<file path="config.mk">
export PLATFORM = sky130hd
export DESIGN_NAME = led7x8_ctrl
export DESIGN_NICKNAME = d
export VERILOG_FILES = /design/src/rtl/led7x8_pkg.sv /design/src/rtl/led7x8_rr_arb2.sv /design/src/rtl/led7x8_ctrl.sv
export SDC_FILE = /design/constraint.sdc
export NUM_CORES = 1
export LEC_CHECK = 0
export CORE_MARGIN = 10
export CORE_UTILIZATION = 35
export CTS_BUF_LIST = sky130_fd_sc_hd__clkbuf_4
export CTS_CLUSTER_DIAMETER = 120
export DETAILED_ROUTE_END_ITERATION = 10
export GPL_TIMING_DRIVEN = 0
export PLACE_DENSITY_LB_ADDON = 0.25
export SETUP_SLACK_MARGIN = 0.02
export SYNTH_ARGS = -nofsm -noshare
export SYNTH_HDL_FRONTEND = slang
export SYNTH_HIERARCHICAL = 1
export SYNTH_SLANG_ARGS = --single-unit
</file>
<file path="constraint.sdc">
create_clock -name clk_in -period 4.2 [get_ports clk_in]
set_input_delay 0.63 -clock clk_in [delete_from_list [all_inputs] [get_ports clk_in]]
set_output_delay 0.63 -clock clk_in [all_outputs]
set_load 0.05 [all_outputs]
</file>
<file path="src/rtl/led7x8_pkg.sv">
// rtl/led7x8_pkg.sv - shared types and constants for the led7x8 write controller
package led7x8_pkg;
  localparam int NUM_DIGITS   = 8;
  localparam int DIGIT_W      = 4;
  localparam int ADDR_W       = 3;
  localparam int WORD_W       = NUM_DIGITS * DIGIT_W;
  localparam int T_SETUP_DEF  = 3;
  localparam int T_PULSE_DEF  = 3;
  localparam int T_HOLD_DEF   = 3;
  localparam int INIT_CYC_DEF = 4;

  typedef enum logic [2:0] {
    S_INIT   = 3'd0,
    S_IDLE   = 3'd1,
    S_LOAD   = 3'd2,
    S_SETUP  = 3'd3,
    S_STROBE = 3'd4,
    S_HOLD   = 3'd5
  } state_e;

  function automatic int max4(input int a, input int b, input int c, input int d);
    int m;
    m = a;
    if (b > m) m = b;
    if (c > m) m = c;
    if (d > m) m = d;
    return m;
  endfunction
endpackage

</file>
<file path="src/rtl/led7x8_rr_arb2.sv">
// rtl/led7x8_rr_arb2.sv - two-request round-robin arbiter, priority flips on accept
module led7x8_rr_arb2 (
  input  logic       clk_in,
  input  logic       rst_n,
  input  logic [1:0] req,
  input  logic       accept,
  output logic [1:0] grant
);
  // last_q=1 means requester 1 was served last, so requester 0 wins a tie
  logic last_q, last_d;

  always_comb begin
    grant = 2'b00;
    case (req)
      2'b01:   grant = 2'b01;
      2'b10:   grant = 2'b10;
      2'b11:   grant = last_q ? 2'b01 : 2'b10;
      default: grant = 2'b00;
    endcase
  end

  always_comb begin
    last_d = last_q;
    if (accept && (|req)) last_d = grant[1];
  end

  always_ff @(posedge clk_in or negedge rst_n) begin
    if (!rst_n) last_q <= 1'b1;
    else        last_q <= last_d;
  end
endmodule

</file>
<file path="src/rtl/led7x8_ctrl.sv">
// rtl/led7x8_ctrl.sv - arbitrates two word requesters and sequences 8 timed led7x8 writes
// Optional skip of unchanged digits: define LED7X8_CHANGE_ONLY_EN.
module led7x8_ctrl
  import led7x8_pkg::*;
#(
  parameter int T_SETUP  = T_SETUP_DEF,
  parameter int T_PULSE  = T_PULSE_DEF,
  parameter int T_HOLD   = T_HOLD_DEF,
  parameter int INIT_CYC = INIT_CYC_DEF
) (
  input  logic               clk_in,
  input  logic               rst_n,
  input  logic               req0_valid,
  input  logic [WORD_W-1:0]  req0_word,
  output logic               req0_ready,
  input  logic               req1_valid,
  input  logic [WORD_W-1:0]  req1_word,
  output logic               req1_ready,
  output logic               done,
  output logic               busy,
  output logic               gnt_id,
  output logic [DIGIT_W-1:0] disp_data,
  output logic [ADDR_W-1:0]  disp_addr,
  output logic               disp_wrn,
  output logic               disp_init
);
  localparam int CNT_W = $clog2(max4(T_SETUP, T_PULSE, T_HOLD, INIT_CYC)) + 1;
  localparam logic [ADDR_W-1:0] LAST_IDX = ADDR_W'(NUM_DIGITS - 1);

  state_e              state_q, state_d;
  logic [CNT_W-1:0]    cnt_q, cnt_d;
  logic [ADDR_W-1:0]   idx_q, idx_d;
  logic [WORD_W-1:0]   word_q, word_d;
  logic                gnt_q, gnt_d;
  logic [DIGIT_W-1:0]  data_q, data_d;
  logic [ADDR_W-1:0]   addr_q, addr_d;
  logic [1:0]          grant;
  logic                idle;
  logic                done_c;
  logic                skip;
  logic [DIGIT_W-1:0]  nibble;

  assign idle   = (state_q == S_IDLE);
  assign nibble = word_q[idx_q*DIGIT_W +: DIGIT_W];

  led7x8_rr_arb2 u_arb (
    .clk_in (clk_in),
    .rst_n  (rst_n),
    .req    ({req1_valid, req0_valid}),
    .accept (idle),
    .grant  (grant)
  );

`ifdef LED7X8_CHANGE_ONLY_EN
  logic [WORD_W-1:0]     shadow_q, shadow_d;
  logic [NUM_DIGITS-1:0] shval_q, shval_d;

  assign skip = shval_q[idx_q] && (shadow_q[idx_q*DIGIT_W +: DIGIT_W] == nibble);

  always_ff @(posedge clk_in or negedge rst_n) begin
    if (!rst_n) begin
      shadow_q <= '0;
      shval_q  <= '0;
    end else begin
      shadow_q <= shadow_d;
      shval_q  <= shval_d;
    end
  end
`else
  assign skip = 1'b0;
`endif

  always_comb begin
    state_d = state_q;
    cnt_d   = cnt_q;
    idx_d   = idx_q;
    word_d  = word_q;
    gnt_d   = gnt_q;
    data_d  = data_q;
    addr_d  = addr_q;
    done_c  = 1'b0;
`ifdef LED7X8_CHANGE_ONLY_EN
    shadow_d = shadow_q;
    shval_d  = shval_q;
`endif
    case (state_q)
      S_INIT: begin
`ifdef LED7X8_CHANGE_ONLY_EN
        shval_d = '0;
`endif
        if (cnt_q == CNT_W'(INIT_CYC - 1)) begin
          cnt_d   = '0;
          state_d = S_IDLE;
        end else begin
          cnt_d = cnt_q + CNT_W'(1);
        end
      end
      S_IDLE: begin
        if (|grant) begin
          word_d  = grant[1] ? req1_word : req0_word;
          gnt_d   = grant[1];
          idx_d   = '0;
          state_d = S_LOAD;
        end
      end
      S_LOAD: begin
        // Unchanged digits cost one LOAD cycle and no strobe
        if (skip) begin
          if (idx_q == LAST_IDX) begin
            done_c  = 1'b1;
            state_d = S_IDLE;
          end else begin
            idx_d = idx_q + ADDR_W'(1);
          end
        end else begin
          addr_d  = idx_q;
          data_d  = nibble;
          cnt_d   = '0;
          state_d = S_SETUP;
        end
      end
      S_SETUP: begin
        if (cnt_q == CNT_W'(T_SETUP - 1)) begin
          cnt_d   = '0;
          state_d = S_STROBE;
        end else begin
          cnt_d = cnt_q + CNT_W'(1);
        end
      end
      S_STROBE: begin
        if (cnt_q == CNT_W'(T_PULSE - 1)) begin
          cnt_d   = '0;
          state_d = S_HOLD;
        end else begin
          cnt_d = cnt_q + CNT_W'(1);
        end
      end
      S_HOLD: begin
        if (cnt_q == CNT_W'(T_HOLD - 1)) begin
          cnt_d = '0;
`ifdef LED7X8_CHANGE_ONLY_EN
          shadow_d[idx_q*DIGIT_W +: DIGIT_W] = data_q;
          shval_d[idx_q]                     = 1'b1;
`endif
          if (idx_q == LAST_IDX) begin
            done_c  = 1'b1;
            state_d = S_IDLE;
          end else begin
            idx_d   = idx_q + ADDR_W'(1);
            state_d = S_LOAD;
          end
        end else begin
          cnt_d = cnt_q + CNT_W'(1);
        end
      end
      default: state_d = S_INIT;
    endcase
  end

  always_ff @(posedge clk_in or negedge rst_n) begin
    if (!rst_n) begin
      state_q <= S_INIT;
      cnt_q   <= '0;
      idx_q   <= '0;
      word_q  <= '0;
      gnt_q   <= 1'b0;
      data_q  <= '0;
      addr_q  <= '0;
    end else begin
      state_q <= state_d;
      cnt_q   <= cnt_d;
      idx_q   <= idx_d;
      word_q  <= word_d;
      gnt_q   <= gnt_d;
      data_q  <= data_d;
      addr_q  <= addr_d;
    end
  end

  // wrn decodes straight from state so an async reset releases a strobe at once
  assign req0_ready = idle & grant[0];
  assign req1_ready = idle & grant[1];
  assign done       = done_c;
  assign busy       = ~idle;
  assign gnt_id     = gnt_q;
  assign disp_data  = data_q;
  assign disp_addr  = addr_q;
  assign disp_wrn   = (state_q != S_STROBE);
  assign disp_init  = (state_q == S_INIT);
endmodule

</file>
==> key figures <==
Run status
  • Status: finished, final reports clean

Yosys
  • FF+latch count, synth: 50
  • Synth warnings: 6
  • Area leader, netlist: dfrtp_1
  • Synth cell types: 40
  • Post-Syn Area: 2790 um2
  • Synth Net Count: 341
  • Mean post-synth cell area: 10.4 um2
  • Share of Yosys cell area claimed by the top area cell type: 44.0%
  • Post-synth ARST share: 100%
  • Most frequent cell after synthesis: dfrtp_1
  • Mapped Cells: 267
  • Ys flop type: dfrtp_1
  • Post-synth EDFFs: 0
  • Leading cell types by total area after synthesis: dfrtp_1 (44%), mux2i_1 (17%), a21oi_1 (6.3%), nor2_1 (5.1%), mux4_2 (3.2%)
  • Synth cell count leaders: dfrtp_1 (49), mux2i_1 (48), nor2_1 (38)
  • Sequential fraction of the synthesis area: 44.9%

Worst setup path
  • R2r worst-path depth: 6
  • Worst reg2reg startpoint: u_arb/last_q
  • WP data arrival: 2.62 ns
  • CP Max Fanout: 8
  • CP endpoint kind: output pin
  • Worst path required time: 3.57 ns
  • Worst setup SP type: input port
  • FF-to-FF setup slack: 2.19 ns
  • Reg2reg end: word_q[9]
  • Critical path class: in -> out

Clocking
  • Setup repair bufs after CTS: 0
  • CTS buffer count: 5
  • Clk pin slew, worst setup/hold paths: 0.16 ns
  • CTS root buffer: clkbuf_4
  • Clk buf depth: 2
  • CTS sink cnt: 50
  • Clock latency at the later pin of the worst-skew pair: 0.37 ns
  • H-tree lvl count: 2
  • CTS Hold Bufs: 0
  • CTS tree: yes
  • Post-CTS sizing: 0

GRT
  • Largest net degree at the start of global routing: 39
  • First-pass GRT wire length: 11100 um
  • Initial antenna violation count: 0
  • Total Routing Usage GR: 11.6%
  • Vias in the first global route: 2335
  • Global route overflow: 0

Place
  • Placed Area: 3740 um2
  • Port Buffers: 81
  • Routability Congestion: 0.860
  • HPWL after DPL: 5520 um

Power
  • Internal power: 0.743 mW
  • Leak: 1.63 nW
  • Clock share of power: 28.9%
  • Comb pwr share: 17.5%
  • Pwr Total: 0.993 mW
  • Worst vdd ir: 0.113 mV
  • Reg power frac: 53.6%
  • Switching fraction of total power: 25.1%
  • PwrDens: 260 nW/um2
  • Net Switching: 0.249 mW

Drt
  • First-pass DRT Iterations: 4
  • Vias per inst: 4.88
  • DR WL/cell: 15.1 um
  • Vias: 2242
  • Drt total wl: 6940 um
  • Antenna Violating Nets Remaining: 0
  • Iter 0 DRT Violations: 99
  • DRC errors left: 0

Timing
  • Crit path time final: 3.25 ns
  • RSZ-0062 raised after global routing: false
  • Slew margin rel.: 64.5%
  • Max-slew violation count: 0
  • Period utilization: 77.4%
  • Final hold violations: 0
  • Worst-Margin Slew: 0.531 ns
  • TNS Setup: 0 ns
  • Final setup viols: 0
  • F_max: 307 MHz
  • Setup Skew: 0.0146 ns

Cells and area
  • Nets: 430
  • Layout Utilization: 49.4%
  • Diode count: 0
  • Layout cells sized above 1: 10.9%
  • Layout area overhead: 37.1%
  • Fin area: 3820 um2

Die
  • Row cnt: 32
  • Core area: 7730 um2
  • Die H: 109 um
  • Die X: 109 um
  • Initial Util: 36.1%
  • Die Footprint: 11900 um2
  • Num ports: 82

Hold path
  • Hold crit path type: in -> async

Job
  • Max-Cap Viols: 0
worst max path at each step:
stage | slack [ns] | endpoint | depth (start not counted) | from
floorplan | 1.74 | disp_init | 3 | state_q[2]
global placement | 0.96 | req1_ready | 5 | req1_valid
detailed placement | 0.94 | req1_ready | 5 | req1_valid
CTS | 0.92 | req1_ready | 5 | req1_valid
global route | 0.82 | req1_ready | 5 | req1_valid
finish | 0.95 | req1_ready | 5 | req1_valid
cell type report:
cell class | count | area, um2
Fill cell | 726 | 3910
Multi-Input combinational cell | 191 | 1390
Tap cell | 102 | 128
Inverter | 7 | 26.3
Clock buffer | 5 | 37.5
Sequential cell | 50 | 1250
Timing Repair Buffer | 82 | 826
Buffer | 19 | 123
Clock inverter | 3 | 43.8
per-stage QoR:
stage | instances | setup slack (ns) | hold slack (ns)
5_1_grt | 459 | 0.816 | 0.144
2_1_floorplan | 267 | 1.74 | 0.334
3_5_place_dp | 451 | 0.940 | 0.479
4_1_cts | 459 | 0.923 | 0.138
6_report | 459 | 0.948 | 0.142
3_3_place_gp | 450 | 0.956 | 0.467
worst max-delay path, cell delays in order:
cell and delay, ns:
clkdlybuf4s50_1 0.51, a21boi_0 0.17, buf_2 0.30, and2_1 0.20, clkdlybuf4s50_1 0.81
layer usage:
metal  track usage, %  share of wire, %  up-vias
li1                 -                 -     1122
met1             14.4                45     1057
met2             19.1                49       59
met3             3.66               5.8        4
met4             2.79              0.66        0
met5                0                 0        -
cells by family after synthesis:
logic type	share of synthesized area [%]
AO/OA/AOI/OAI	14.3
AND/OR/NAND/NOR	10.2
multiplexers	22.5
flip-flops	44.9
buffers and inverters	5.34
adder cells (fa/ha/maj)	2.69
state kept, by name, summed over array words and instances (netlist names):
| signal | cells |
|---|---|
| word_q | 32 |
| disp_data | 4 |
| cnt_q | 3 |
| disp_addr | 3 |
| idx_q | 3 |
| state_q | 3 |
| gnt_id | 1 |
| u_arb/last_q | 1 |
power groups by stage:
| stage | registers [mW] | clock network, mW | logic, mW |
|---|---|---|---|
| 6_report | 0.532 | 0.286 | 0.174 |
| 5_1_grt | 0.536 | 0.312 | 0.191 |
| 4_1_cts | 0.533 | 0.296 | 0.178 |
| 3_5_place_dp | 0.542 | 0 | 0.178 |
| 3_3_place_gp | 0.541 | 0 | 0.173 |
| 2_1_floorplan | 0.549 | 0 | 0.0682 |
placed cells by master, fill, tap and decap left out, types with 3 or more instances in the layout:
cell	instances
ha_1	6
buf_4	4
nand2_1	10
clkdlybuf4s50_1	80
nor3_1	4
a21oi_1	35
dfrtp_1	49
o21ai_0	7
inv_1	7
nand2b_1	3
mux2i_1	48
mux2_2	5
o2bb2ai_1	3
nor2_1	38
a22o_1	3
o21ai_1	3
mux4_2	4
buf_2	11
clkbuf_4	5
(Power assumes the default switching activity.)
